`src/rtl/cordic_seq_ctrl.sv`:
```
// Sequencer for the CORDIC sine core: streams the ROM coefficient LUT into the core, pulses its reset, then forwards nsamples amplitudes.
// Latency: first LUT write 2 cycles after start; sample out 1 cycle after cor_wen_out; done coincides with the last sample.
// No backpressure: samples follow cor_wen_out. Define CORDIC_SEQ_ABORT_EN to add an abort input that ends LOAD/FLUSH/RUN early.
module cordic_seq_ctrl #(
    parameter int IDX_W   = 6,
    parameter int DW      = 48,
    parameter int AMP_W   = 16,
    parameter int RST_CYC = 4,
    parameter int CNT_W   = 16
) (
    input  logic             clk,
    input  logic             reset,
    input  logic             start,
    input  logic [AMP_W-1:0] fcw_in,
    input  logic [AMP_W-1:0] offset_in,
    input  logic [CNT_W-1:0] nsamples,
    output logic [IDX_W-1:0] rom_addr,
    input  logic [DW-1:0]    rom_data,
    output logic             cor_reset,
    output logic             cor_cen,
    output logic             cor_wen,
    output logic [IDX_W-1:0] cor_index,
    output logic [DW-1:0]    cor_d,
    output logic [AMP_W-1:0] cor_fcw,
    output logic [AMP_W-1:0] cor_offset,
    input  logic             cor_wen_out,
    input  logic [AMP_W-1:0] cor_amp,
`ifdef CORDIC_SEQ_ABORT_EN
    input  logic             abort,
`endif
    output logic             smp_valid,
    output logic [AMP_W-1:0] smp_data,
    output logic             busy,
    output logic             done
);

    localparam int LUT_N = 2**IDX_W;
    localparam int LD_W  = IDX_W + 1;
    localparam int FL_W  = (RST_CYC > 1) ? $clog2(RST_CYC) : 1;
    localparam logic [LD_W-1:0] LD_ONE  = LD_W'(1);
    localparam logic [LD_W-1:0] LD_LAST = LD_W'(LUT_N);
    localparam logic [LD_W-1:0] LD_END  = LD_W'(LUT_N + 1);
    localparam logic [FL_W-1:0] FL_END  = FL_W'(RST_CYC - 1);

    typedef enum logic [2:0] {S_IDLE, S_LOAD, S_FLUSH, S_RUN, S_DONE} state_t;

    state_t           state, state_n;
    logic [LD_W-1:0]  ld_cnt, ld_cnt_n;
    logic [FL_W-1:0]  fl_cnt, fl_cnt_n;
    logic [CNT_W-1:0] smp_cnt, smp_cnt_n, smp_inc;
    logic [CNT_W-1:0] nsmp_q, nsmp_q_n;
    logic [AMP_W-1:0] fcw_q, fcw_q_n, off_q, off_q_n;
    logic [IDX_W-1:0] rom_addr_n, cor_index_n;
    logic [DW-1:0]    cor_d_n;
    logic [AMP_W-1:0] cor_fcw_n, cor_offset_n, smp_data_n;
    logic             cor_reset_n, cor_cen_n, cor_wen_n, smp_valid_n, busy_n, done_n;
    logic             abort_hit;

`ifdef CORDIC_SEQ_ABORT_EN
    assign abort_hit = abort;
`else
    assign abort_hit = 1'b0;
`endif

    assign smp_inc = smp_cnt + CNT_W'(1);

    always_comb begin
        state_n      = state;
        ld_cnt_n     = ld_cnt;
        fl_cnt_n     = fl_cnt;
        smp_cnt_n    = smp_cnt;
        nsmp_q_n     = nsmp_q;
        fcw_q_n      = fcw_q;
        off_q_n      = off_q;
        rom_addr_n   = rom_addr;
        cor_index_n  = cor_index;
        cor_d_n      = cor_d;
        cor_fcw_n    = cor_fcw;
        cor_offset_n = cor_offset;
        smp_data_n   = smp_data;
        cor_reset_n  = cor_reset;
        cor_cen_n    = cor_cen;
        cor_wen_n    = cor_wen;
        busy_n       = busy;
        smp_valid_n  = 1'b0;
        done_n       = 1'b0;

        case (state)
            S_IDLE: begin
                cor_cen_n = 1'b1;
                cor_wen_n = 1'b1;
                if (start) begin
                    state_n     = S_LOAD;
                    fcw_q_n     = fcw_in;
                    off_q_n     = offset_in;
                    nsmp_q_n    = nsamples;
                    ld_cnt_n    = '0;
                    fl_cnt_n    = '0;
                    smp_cnt_n   = '0;
                    rom_addr_n  = '0;
                    cor_reset_n = 1'b1;
                    cor_cen_n   = 1'b0;
                    busy_n      = 1'b1;
                end
            end
            S_LOAD: begin
                // ROM data lags the address by one cycle, so write k lands when ld_cnt == k+1
                ld_cnt_n = ld_cnt + LD_ONE;
                if (rom_addr != '1) rom_addr_n = rom_addr + IDX_W'(1);
                if (ld_cnt >= LD_ONE && ld_cnt <= LD_LAST) begin
                    cor_wen_n   = 1'b0;
                    cor_index_n = ld_cnt[IDX_W-1:0] - IDX_W'(1);
                    cor_d_n     = rom_data;
                end
                if (ld_cnt == LD_END) begin
                    cor_wen_n    = 1'b1;
                    cor_reset_n  = 1'b0;
                    cor_fcw_n    = fcw_q;
                    cor_offset_n = off_q;
                    fl_cnt_n     = '0;
                    state_n      = S_FLUSH;
                end
            end
            S_FLUSH: begin
                cor_wen_n = 1'b1;
                if (fl_cnt == FL_END) begin
                    cor_reset_n = 1'b1;
                    if (nsmp_q == '0) begin
                        state_n   = S_DONE;
                        done_n    = 1'b1;
                        busy_n    = 1'b0;
                        cor_cen_n = 1'b1;
                    end else begin
                        state_n = S_RUN;
                    end
                end else begin
                    fl_cnt_n = fl_cnt + FL_W'(1);
                end
            end
            S_RUN: begin
                if (cor_wen_out) begin
                    smp_valid_n = 1'b1;
                    smp_data_n  = cor_amp;
                    smp_cnt_n   = smp_inc;
                    if (smp_inc == nsmp_q) begin
                        state_n   = S_DONE;
                        done_n    = 1'b1;
                        busy_n    = 1'b0;
                        cor_cen_n = 1'b1;
                    end
                end
            end
            S_DONE: begin
                state_n = S_IDLE;
            end
            default: begin
                state_n = S_IDLE;
            end
        endcase

        // An abort drops the core into reset so a partial LUT is never trusted
        if (abort_hit && (state == S_LOAD || state == S_FLUSH || state == S_RUN)) begin
            state_n     = S_DONE;
            cor_wen_n   = 1'b1;
            cor_cen_n   = 1'b1;
            cor_reset_n = 1'b0;
            smp_valid_n = 1'b0;
            done_n      = 1'b1;
            busy_n      = 1'b0;
        end
    end

    always_ff @(posedge clk) begin
        if (!reset) begin
            state      <= S_IDLE;
            ld_cnt     <= '0;
            fl_cnt     <= '0;
            smp_cnt    <= '0;
            nsmp_q     <= '0;
            fcw_q      <= '0;
            off_q      <= '0;
            rom_addr   <= '0;
            cor_index  <= '0;
            cor_d      <= '0;
            cor_fcw    <= '0;
            cor_offset <= '0;
            smp_data   <= '0;
            cor_reset  <= 1'b0;
            cor_cen    <= 1'b1;
            cor_wen    <= 1'b1;
            smp_valid  <= 1'b0;
            busy       <= 1'b0;
            done       <= 1'b0;
        end else begin
            state      <= state_n;
            ld_cnt     <= ld_cnt_n;
            fl_cnt     <= fl_cnt_n;
            smp_cnt    <= smp_cnt_n;
            nsmp_q     <= nsmp_q_n;
            fcw_q      <= fcw_q_n;
            off_q      <= off_q_n;
            rom_addr   <= rom_addr_n;
            cor_index  <= cor_index_n;
            cor_d      <= cor_d_n;
            cor_fcw    <= cor_fcw_n;
            cor_offset <= cor_offset_n;
            smp_data   <= smp_data_n;
            cor_reset  <= cor_reset_n;
            cor_cen    <= cor_cen_n;
            cor_wen    <= cor_wen_n;
            smp_valid  <= smp_valid_n;
            busy       <= busy_n;
            done       <= done_n;
        end
    end

endmodule

```
`config.mk`:
```
export PLATFORM = sky130hd
export DESIGN_NAME = cordic_seq_ctrl
export DESIGN_NICKNAME = d
export VERILOG_FILES = /design/src/rtl/cordic_seq_ctrl.sv
export SDC_FILE = /design/constraint.sdc
export NUM_CORES = 1
export LEC_CHECK = 0
export BUFFER_PORTS_ARGS = -buffer_cell sky130_fd_sc_hd__buf_2
export CORE_ASPECT_RATIO = 1.2
export CORE_MARGIN = 2
export CORE_UTILIZATION = 46
export DETAILED_ROUTE_END_ITERATION = 10
export PLACE_DENSITY_LB_ADDON = 0.15
export SLEW_MARGIN = 0
export SYNTH_ARGS = -nofsm -noshare
export SYNTH_HDL_FRONTEND = slang
export SYNTH_SLANG_ARGS = --single-unit
```
`constraint.sdc`:
```
create_clock -name clk -period 2.9 [get_ports clk]
set_input_delay 0 -clock clk [delete_from_list [all_inputs] [get_ports clk]]
set_output_delay 0 -clock clk [all_outputs]
set_load 0.05 [all_outputs]
```
==> results by group, run 1 <==
Status
  • Status: finished clean

Placement
  • PortBufs: roughly 230
  • Detailed Place HPWL: about 13,000 um
  • Dpl cells: ~1,400
  • Gpl congestion: about 0.86

Setup path
  • Startpoint Class: register
  • Critical path depth in cells: 8
  • R2R Setup Slk: roughly 0.32 ns
  • FF-to-FF path depth: 8
  • Worst path slowest cell: dfxtp_1
  • Critical R2R Launch: smp_cnt[0]
  • Endpoint class of the critical path: register
  • Arrival time at the worst endpoint: between 2 and 3 ns
  • CP Max Fanout: 8
  • Critical Path RT: 3.21 ns
  • Critical path's largest stage delay: about 0.50 ns
  • CP Class: register to register
  • Reg-to-reg endpoint: state[1]
  • Delay-heaviest family, CP: simple AND/OR/NAND/NOR gates
  • Critical-path cell list: ha_1 -> nand3_1 -> o21a_1 -> a2111oi_1 -> nand4_1 -> nor4_2 -> nor3_1 -> o31a_1
  • Critical path buffers and inverters: 0

Synthesis
  • Ys async rst share: 0%
  • Sequential cell area fraction in the yosys report: 49.3%
  • Ys Warns: 0
  • Post-synth top flop: dfxtp_1
  • Synth area leaders: dfxtp_1 49%, nand2_1 15%, a21oi_1 11%
  • Cells after Synth: a little under 1,000
  • Number of synthesized flops with an enable pin: 0
  • Post-synth top area cell: dfxtp_1
  • Yosys cell types: between 50 and 60
  • Area of the mapped netlist: roughly 7700 um^2
  • Top cell type's share of synthesized area: about half
  • Synth Register Bits: 190
  • Syn Nets: around 1,100
  • Syn avg cell area: slightly below 8 um^2

Layout
  • # diodes: 0
  • Share of layout cells above drive strength 1: approximately 22%
  • Final #Nets: ~1,400
  • Layout Cells excl Fill: 1,508
  • Commonest non-fill, non-tap cell in the layout: nand2_1
  • Synth-to-Final Area Change: 38.4%
  • Most frequent cells in the layout: 314 x nand2_1, 229 x buf_2, 190 x dfxtp_1

Clock tree
  • Postcts setup bufs: 0
  • Worst-path clk slew: roughly 0.070 ns
  • CTS Buf Count: 17
  • Clk buf depth: 2
  • H-tree lvl count: 4
  • Worst skew pair latency: about 0.43 ns
  • CTS tree: done
  • Root Driver: clkbuf_16
  • Sink Count: 190

Global route
  • Vias in the first global route: about 7,200
  • First-pass GRT wire length: roughly 34,000 um
  • Gr ovfl total: 0
  • Largest net degree at the start of global routing: ~100
  • Initial antenna violation count: 1
  • All-Layer GR Usage: about a quarter

Flow run
  • Max-cap violations: 0

Floorplan
  • Starting Density: between 40% and 50%
  • Die H: between 100 and 150 um
  • Ports: 230
  • Placement Rows: between 50 and 60
  • Die area: 17,800 um^2
  • Die Wd: 122 um
  • CORE AREA: approximately 16,000 um^2

STA
  • Final TNS setup: 0 ns
  • RSZ-0062 raised after global routing: false
  • Fin crit share: roughly nine tenths
  • Setup violations, final: 0
  • Max-slew violations: 0
  • Worst slew pin tran: just over 1 ns
  • Timing-limited maximum frequency: 388 MHz
  • Fin. Hold Viols: 0
  • Slew HR: 32.3%
  • Worst clock skew: around 0.0093 ns
  • Minimum clock period: approximately 2.6 ns

Route
  • Iter 0 DRT Violations: a little under 400
  • Post-route DRC: 0
  • WL/cell: ~14 um
  • Final ANT Viol Nets: 0
  • Via density: 5.10
  • WL final: approximately 22,000 um
  • DRT Pass-1 Iters: 6
  • Via Count: a little under 8,000

Power
  • Pleak: about 4.5 nW
  • Internal: around 4.3 mW
  • Net Sw Frac: 26.8%
  • Power share of the clock group: 39.8%
  • Sequential Power Share: between 40% and 50%
  • Power Density: about 550 nW/um^2
  • Peak VDD IR: between 0.3 and 0.4 mV
  • Comb power frac: a little over an eighth
  • Psw: 1.57 mW

Hold path
  • Hold Crit Endpoint: cor_reset
  • HP Class: primary input to register
  • WHS Path Cells: 7
  • Min-delay src: start
## power by group through the flow
| stage | clock [mW] | combinational, mW | sequential (mW) |
|---|---|---|---|
| after floorplan | 0 | 0.277 | 2.97 |
| after global placement | 0 | 0.646 | 2.81 |
| after detailed placement | 0 | 0.647 | 2.82 |
| after CTS | 2.38 | 0.766 | 2.75 |
| after global routing | 2.48 | 0.838 | 2.77 |
| final | 2.34 | 0.771 | 2.76 |
## area by class of cell
cell class	instances	area, um^2
Inverter	5	21.3
Clock buffer	18	429
Multi-Input combinational cell	716	3600
Timing Repair Buffer	354	2400
Sequential cell	190	3800
Fill cell	1410	5660
Clock inverter	13	158
Tap cell	212	265
## cell usage after synthesis, types with 2 or more instances
cell type,number
nor3b_1,6
nand3_1,17
and2_1,2
xnor2_1,17
o21ai_0,14
o22ai_1,2
buf_2,12
buf_6,3
and4_1,4
nand2b_1,6
a211oi_1,9
mux2_2,2
nand2_1,315
nor2b_1,3
buf_4,3
a221o_1,2
nor2_1,50
a22oi_1,3
or3_1,2
xor2_1,12
o21a_1,2
ha_1,7
a31oi_1,3
dfxtp_1,190
inv_1,4
nor4_1,8
a311oi_1,4
a21oi_1,175
buf_1,2
nand4_1,12
nor4_2,2
nor3_1,9
and3_1,7
clkbuf_1,51
## flip-flops by register name (all words and copies together), names as in the netlist, 2 cells and up
signal	count
off_q	16
cor_d	48
fcw_q	16
fl_cnt	2
cor_offset	16
cor_fcw	16
ld_cnt	7
rom_addr	6
smp_cnt	16
state	3
nsmp_q	16
cor_index	6
smp_data	16
## logic make-up after synthesis
kind of cell | synth area share (%)
AND/OR/NAND/NOR | 25.4
AO/OA/AOI/OAI | 16.2
flip-flops | 49.3
buffers and inverters | 4.39
XOR/XNOR | 3.29
adder cells (fa/ha/maj) | 1.13
multiplexers | 0.292
## worst register-to-register path: stages, from the launching register on
cell and delay [ns]:
dfxtp_1 0.50, ha_1 0.36, nand3_1 0.25, o21a_1 0.24, a2111oi_1 0.27, nand4_1 0.15, nor4_2 0.32, nor3_1 0.10
o31a_1 0.28
## per-layer routing
metal	vias to the layer above	share of wire, %	global-route usage (%)
li1	3896	-	-
met1	3479	41	28.6
met2	286	50	40.9
met3	32	7.5	6.15
met4	2	1.6	6.78
met5	-	0.060	0
## through the flow
| stage | utilization, % | cell area [um^2] | total power, mW | hold slack [ns] | worst slack (ns) |
|---|---|---|---|---|---|
| 2_1_floorplan | - | 7720 | 3.24 | 0.128 | 0.633 |
| 3_3_place_gp | 54.9 | 8960 | 3.46 | 0.239 | 0.432 |
| 3_5_place_dp | 54.9 | 8960 | 3.46 | 0.245 | 0.370 |
| 4_1_cts | 65.4 | 10700 | 5.90 | 0.184 | 0.342 |
| 5_1_grt | 65.4 | 10700 | 6.09 | 0.231 | 0.129 |
| 6_report | 65.4 | 10700 | 5.86 | 0.190 | 0.321 |
## worst max-delay path by stage
stage / to / from / slack (ns)
detailed placement: state[1] / smp_cnt[0] / 0.37
floorplan: state[1] / smp_cnt[0] / 0.63
global route: state[1] / smp_cnt[0] / 0.13
global placement: state[1] / smp_cnt[0] / 0.43
finish: state[1] / smp_cnt[0] / 0.32
CTS: state[1] / smp_cnt[0] / 0.34
## what timing repair did
item,CTS,global route
hold buffers,113,0
gates resized for setup,0,0
hold endpoints to repair,119,0
Power figures use the tool's default switching activity.
==> inputs of run 2 (changes only) <==
Settings changed: ABC_AREA set to 1, GPL_ROUTABILITY_DRIVEN set to 0, GPL_TIMING_DRIVEN set to 0.
==> run 2 against run 1 <==
Net effect: clock-buffer cell count down 1; non-clock buffer count is 42 higher; highest routed layer is now met4; via count grew 7.1%; die area shrank 0.33%; first-iteration DRC count rose by 1.8%.
==> results by group, run 2 <==
Clock tree
  • CTS Buf Count: 17
  • Worst skew pair latency: ~0.43 ns
  • H-tree lvl count: 4
  • Worst-path clk slew: approximately 0.070 ns
  • Sink Count: between 150 and 200
  • CTS tree: done
  • Clk buf depth: 2
  • Root Driver: clkbuf_16
  • Postcts setup bufs: 0

Layout
  • # diodes: 0
  • Layout Cells excl Fill: between 1,500 and 2,000
  • Synth-to-Final Area Change: 40.6%
  • Final #Nets: around 1,600
  • Commonest non-fill, non-tap cell in the layout: nand2_1
  • Most frequent cells in the layout: 323 x nand2_1, 233 x buf_2, 190 x dfxtp_1
  • Max FFs per register: 48
  • Share of layout cells above drive strength 1: 19.2%
  • Largest Register: cor_d

Synthesis
  • Top cell type's share of synthesized area: about half
  • Synth area leaders: dfxtp_1 49%, nand2_1 16%, a21oi_1 9.4%
  • Synth Register Bits: 190
  • Cells after Synth: 1,066
  • Sequential cell area fraction in the yosys report: just under 50%
  • Area of the mapped netlist: 7690 um^2
  • Synth top cells by count: 323 x nand2_1, 190 x dfxtp_1, 145 x a21oi_1
  • Post-synth top area cell: dfxtp_1
  • Number of synthesized flops with an enable pin: 0
  • Syn Nets: 1,189
  • Cell with the most instances after synthesis: nand2_1
  • Ys Warns: 0
  • Ys async rst share: 0%
  • Syn avg cell area: about 7 um^2
  • Post-synth top flop: dfxtp_1
  • Yosys cell types: 32

Floorplan
  • Placement Rows: 51
  • Starting Density: between 40% and 50%
  • Ports: 230
  • Die Wd: ~120 um
  • Die area: 17,800 um^2
  • CORE AREA: ~16,000 um^2
  • Die H: 146 um

Global route
  • Largest net degree at the start of global routing: 19
  • First-pass GRT wire length: between 30,000 and 40,000 um
  • All-Layer GR Usage: 25.6%
  • Vias in the first global route: 7,918
  • Gr ovfl total: 0
  • Initial antenna violation count: 0

Route
  • Post-route DRC: 0
  • DRT Pass-1 Iters: 8
  • Final ANT Viol Nets: 0
  • WL final: 23,100 um
  • Via density: about 5.0
  • Via Count: 8,240
  • Iter 0 DRT Violations: approximately 400
  • WL/cell: between 10 and 15 um

Setup path
  • Startpoint Class: register
  • CP Class: register to register
  • CP Max Fanout: 8
  • Arrival time at the worst endpoint: about 2.6 ns
  • Critical Path RT: 3.19 ns
  • Endpoint class of the critical path: register

STA
  • Worst clock skew: about 0.01 ns
  • Fin crit share: roughly four fifths
  • Final TNS setup: 0 ns
  • Max-slew violations: 0
  • Minimum clock period: 2.30 ns
  • RSZ-0062 raised after global routing: false
  • Fin. Hold Viols: 0
  • Timing-limited maximum frequency: between 400 and 500 MHz
  • Slew HR: a little under three fifths
  • Hold_ws: about 0.086 ns
  • Setup violations, final: 0
  • Worst slew pin tran: around 0.67 ns

Placement
  • Detailed Place HPWL: 16,100 um
  • PortBufs: 229
  • Dpl cells: about 1,500

Status
  • Status: finished clean

Hold path
  • HP Class: primary input to register

Flow run
  • Max-cap violations: 0

Power
  • Power Density: ~720 nW/um^2
  • Pleak: 4.84 nW
  • Final Power: around 7.8 mW
  • Peak VDD IR: about 0.43 mV
-- run 2: changes by cell type after synthesis, sizes merged, moves of 11 or more --
cell and delta:
a21oi -29, buf -16, inv +62, nand2 +11, nand3 +31, nor2 +61
o21ai +49, xnor2 -14
-- run 2: final cells by class --
class,count,area [um^2]
plain buffers,54,208
clock inverters,14,154
clock buffers,17,425
flip-flops and latches,190,3800
well taps,212,265
fillers,1444,5460
inverters,69,259
multi-input cells,753,3420
repair buffers,342,2280
-- run 2: worst paths after layout --
check                    from       to  slack, ns  depth (start not counted)
hold / removal    cor_wen_out     busy       0.09                          5
setup reg to reg   smp_cnt[0]  cor_cen       0.60                         16
hold reg to reg       cor_cen  cor_cen       0.45                          2
setup / recovery   smp_cnt[0]  cor_cen       0.60                         16
-- run 2: cells by family (layout without fill, tap and decap cells) --
kind of cell / after synthesis / after routing / synth area share, %
adders and majority gates: 7 / 7 / 1.14
AOI/OAI and AO/OA: 223 / 223 / 15.0
xor gates and xnor gates: 9 / 9 / 1.02
buffers and inverters: 123 / 496 / 6.07
and+or+nand+nor: 514 / 514 / 27.3
DFF: 190 / 190 / 49.4
-- run 2: timing repair --
item                      4_1_cts  5_1_grt
hold buffers                  113        0
hold endpoints to repair      113        0
gates resized for setup         0        0
-- run 2: metal layers --
layer / wire length (um) / GRT usage [%] / up-vias
met4: 899 / 12.1 / 0
met2: 11700 / 44.6 / 236
li1: - / - / 4178
met5: 0 / 0 / -
met3: 1180 / 6.15 / 61
met1: 9330 / 29.0 / 3765
-- run 2: worst max-delay path, stage by stage (launching register included) --
cell and delay [ns]:
dfxtp_1 0.39, ha_1 0.21, nand2_1 0.16, nor2_4 0.24
nand2_1 0.10, nand2_1 0.09, nand2_1 0.05, nand2_1 0.07
nand2_1 0.06, nor2_1 0.17, nand3_1 0.09, nor2_1 0.11
nand3_1 0.11, nand2_2 0.13, nand2_1 0.06, nand2_1 0.06
nand3_1 0.06
-- run 2: per-stage QoR --
step                setup WS [ns]  cell area [um^2]  util, %
finish                      0.599             10800     66.5
CTS                         0.644             10800     66.5
floorplan                   0.995              7690        -
global placement            0.686              9100     55.9
detailed placement          0.647              9100     55.9
global route                0.378             10800     66.5
-- run 2: power breakdown --
part | internal [mW] | switching, mW | total (mW)
Combinational | 0.702 | 1.68 | 2.38
Sequential | 2.93 | 0.177 | 3.11
Clock | 1.22 | 1.10 | 2.33
==> inputs of run 3 (changes only) <==
Clock period 2.9 ns to 1.9 ns, I/O delays scaled along.
==> run 3 against run 2 <==
Net effect: the run now ends with negative setup slack left; routed wire length rose by 5.5%; register-to-register slack lost 0.74 ns; sequential power grew 53%; design area grew 4.4%; critical path depth decreased by 2; critical path type unchanged.
==> results by group, run 3 (synthesized netlist as in run 2, its figures left out) <==
Route
  • WL final: about 24,000 um
  • WL/cell: around 15 um
  • Iter 0 DRT Violations: 382
  • DRT Pass-1 Iters: 5
  • Final ANT Viol Nets: 0
  • Via Count: 8,418
  • Via density: 5.04
  • Post-route DRC: 0

Setup path
  • Critical-path cell list: buf_4 -> nand2_2 -> nor2_4 -> nand2_4 -> clkinv_1 -> nand4_1 -> nand3_2 -> nand3_1 -> nor2_1 -> nand3_1 -> nand2_2 -> nand2_1 -> nand2_1 -> nand3_1
  • CP Max Fanout: 5
  • Critical path's largest stage delay: 0.36 ns
  • CP dominant cell by count: nand3_1
  • Critical R2R Launch: smp_cnt[1]
  • Worst path slowest cell: dfxtp_4
  • FF-to-FF path depth: 14
  • CP Class: register to register
  • Arrival time at the worst endpoint: ~2.3 ns
  • Endpoint class of the critical path: register
  • Critical Path RT: 2.19 ns
  • Startpoint Class: register
  • Worst Setup SP: smp_cnt[1]

Hold path
  • Min-delay src: cor_wen_out
  • WHS Path Cells: 5
  • HP Class: primary input to register

Layout
  • Final core utilization: between 60% and 70%
  • Most frequent cells in the layout: 313 x nand2_1, 234 x buf_2, 180 x dfxtp_1
  • Register area: roughly 3800 um^2
  • Commonest non-fill, non-tap cell in the layout: nand2_1
  • Share of layout cells above drive strength 1: roughly a quarter
  • Area of the multi-input gates: around 3600 um^2
  • # fillers: around 1,400
  • # diodes: 0
  • Final #Nets: approximately 1,600
  • Max FFs per register: 48
  • Synth-to-Final Area Change: 46.8%
  • Largest Register: cor_d

Global route
  • Initial antenna violation count: 0
  • Vias in the first global route: roughly 8,100
  • Gr ovfl total: 0
  • First-pass GRT wire length: approximately 38,000 um
  • All-Layer GR Usage: between 20% and 30%
  • Largest net degree at the start of global routing: 21

STA
  • Slew HR: about 56%
  • Max-slew violations: 0
  • RSZ-0062 raised after global routing: true
  • Fin crit share: 107%
  • Worst setup margin: -0.141 ns
  • Minimum clock period: 2.04 ns
  • Final TNS setup: -0.444 ns
  • Hold_ws: approximately 0.083 ns
  • Worst clock skew: around 0.014 ns
  • Setup violations, final: 6
  • Fin. Hold Viols: 0
  • Worst slew pin tran: around 0.66 ns
  • Timing-limited maximum frequency: 490 MHz

Power
  • Power Density: between 1000 and 1500 nW/um^2
  • Peak VDD IR: 0.632 mV
  • Psw: 4.79 mW
  • Internal: roughly 7.8 mW
  • Sequential Power Share: a little under two fifths
  • Net Sw Frac: between 30% and 40%
  • Pleak: 5.07 nW
  • Power share of the clock group: 30.3%
  • Comb power frac: about a third

Floorplan
  • Ports: 230
  • CORE AREA: ~16,000 um^2
  • Placement Rows: 51
  • Die Wd: roughly 120 um
  • Starting Density: 47.3%
  • Die H: 146 um
  • Die area: roughly 18,000 um^2

Clock tree
  • H-tree lvl count: 4
  • Worst-path clk slew: roughly 0.080 ns
  • Sink Count: 190
  • CTS Buf Count: 17
  • CTS tree: done
  • Clk buf depth: 2
  • Root Driver: clkbuf_16
  • Worst skew pair latency: between 0.4 and 0.5 ns

Placement
  • Detailed Place HPWL: around 16,000 um
  • PortBufs: 229
  • Dpl ws: -0.337 ns

Status
  • Status: finished with violations
  • Failing checks: negative setup slack

Flow run
  • Max-cap violations: 0
-- run 3: per-layer routing --
metal  vias to the layer above  track usage, %  share of wire (%)
li1                       4217               -                  -
met1                      3903            30.0                 40
met2                       228            47.6                 52
met3                        70            6.03                4.6
met4                         0            11.6                3.6
met5                         -               0                  0
-- run 3: area by class of cell --
class	count	share of cell area, %
inverters	69	2.37
plain buffers	52	2.05
repair buffers	361	21.5
clock buffers	17	3.77
well taps	212	2.35
flip-flops and latches	190	33.8
multi-input cells	753	32.2
clock inverters	15	1.87
-- run 3: power groups by stage --
stage	Clock, mW	Combinational [mW]	Sequential (mW)
global route	4.02	4.32	4.82
finish	3.81	3.98	4.77
floorplan	0	1.63	5.66
CTS	3.88	3.75	4.75
detailed placement	0	3.47	4.83
global placement	0	3.44	4.82
-- run 3: timing repair --
item / in CTS / in global routing
gates cloned: 0 / 0
hold buffers: 113 / 0
pin swaps: 12 / 17
hold endpoints to repair: 113 / 0
buffers inserted: 9 / 10
resized for setup: 49 / 56
setup endpoints to repair: 165 / 162
-- run 3: metrics by stage --
stage / cells / instance area (um^2) / total power [mW]
2_1_floorplan: 1066 / 7690 / 7.29
3_3_place_gp: 1507 / 9100 / 8.26
3_5_place_dp: 1507 / 9100 / 8.30
4_1_cts: 1660 / 11100 / 12.4
5_1_grt: 1669 / 11300 / 13.2
6_report: 1669 / 11300 / 12.6
-- run 3: worst paths after layout --
| path | endpoint | slack, ns |
|---|---|---|
| worst max register to register | cor_cen | -0.14 |
| worst min-delay path | busy | 0.08 |
| worst min register to register | fcw_q[15] | 0.46 |
| worst max-delay path | cor_cen | -0.14 |
-- run 3: critical path: cells and delay by family (launching register included) --
kind,cells,cell delay [ns]
DFF,1,0.36
and+or+nand+nor,12,1.35
buffers and inverters,2,0.19
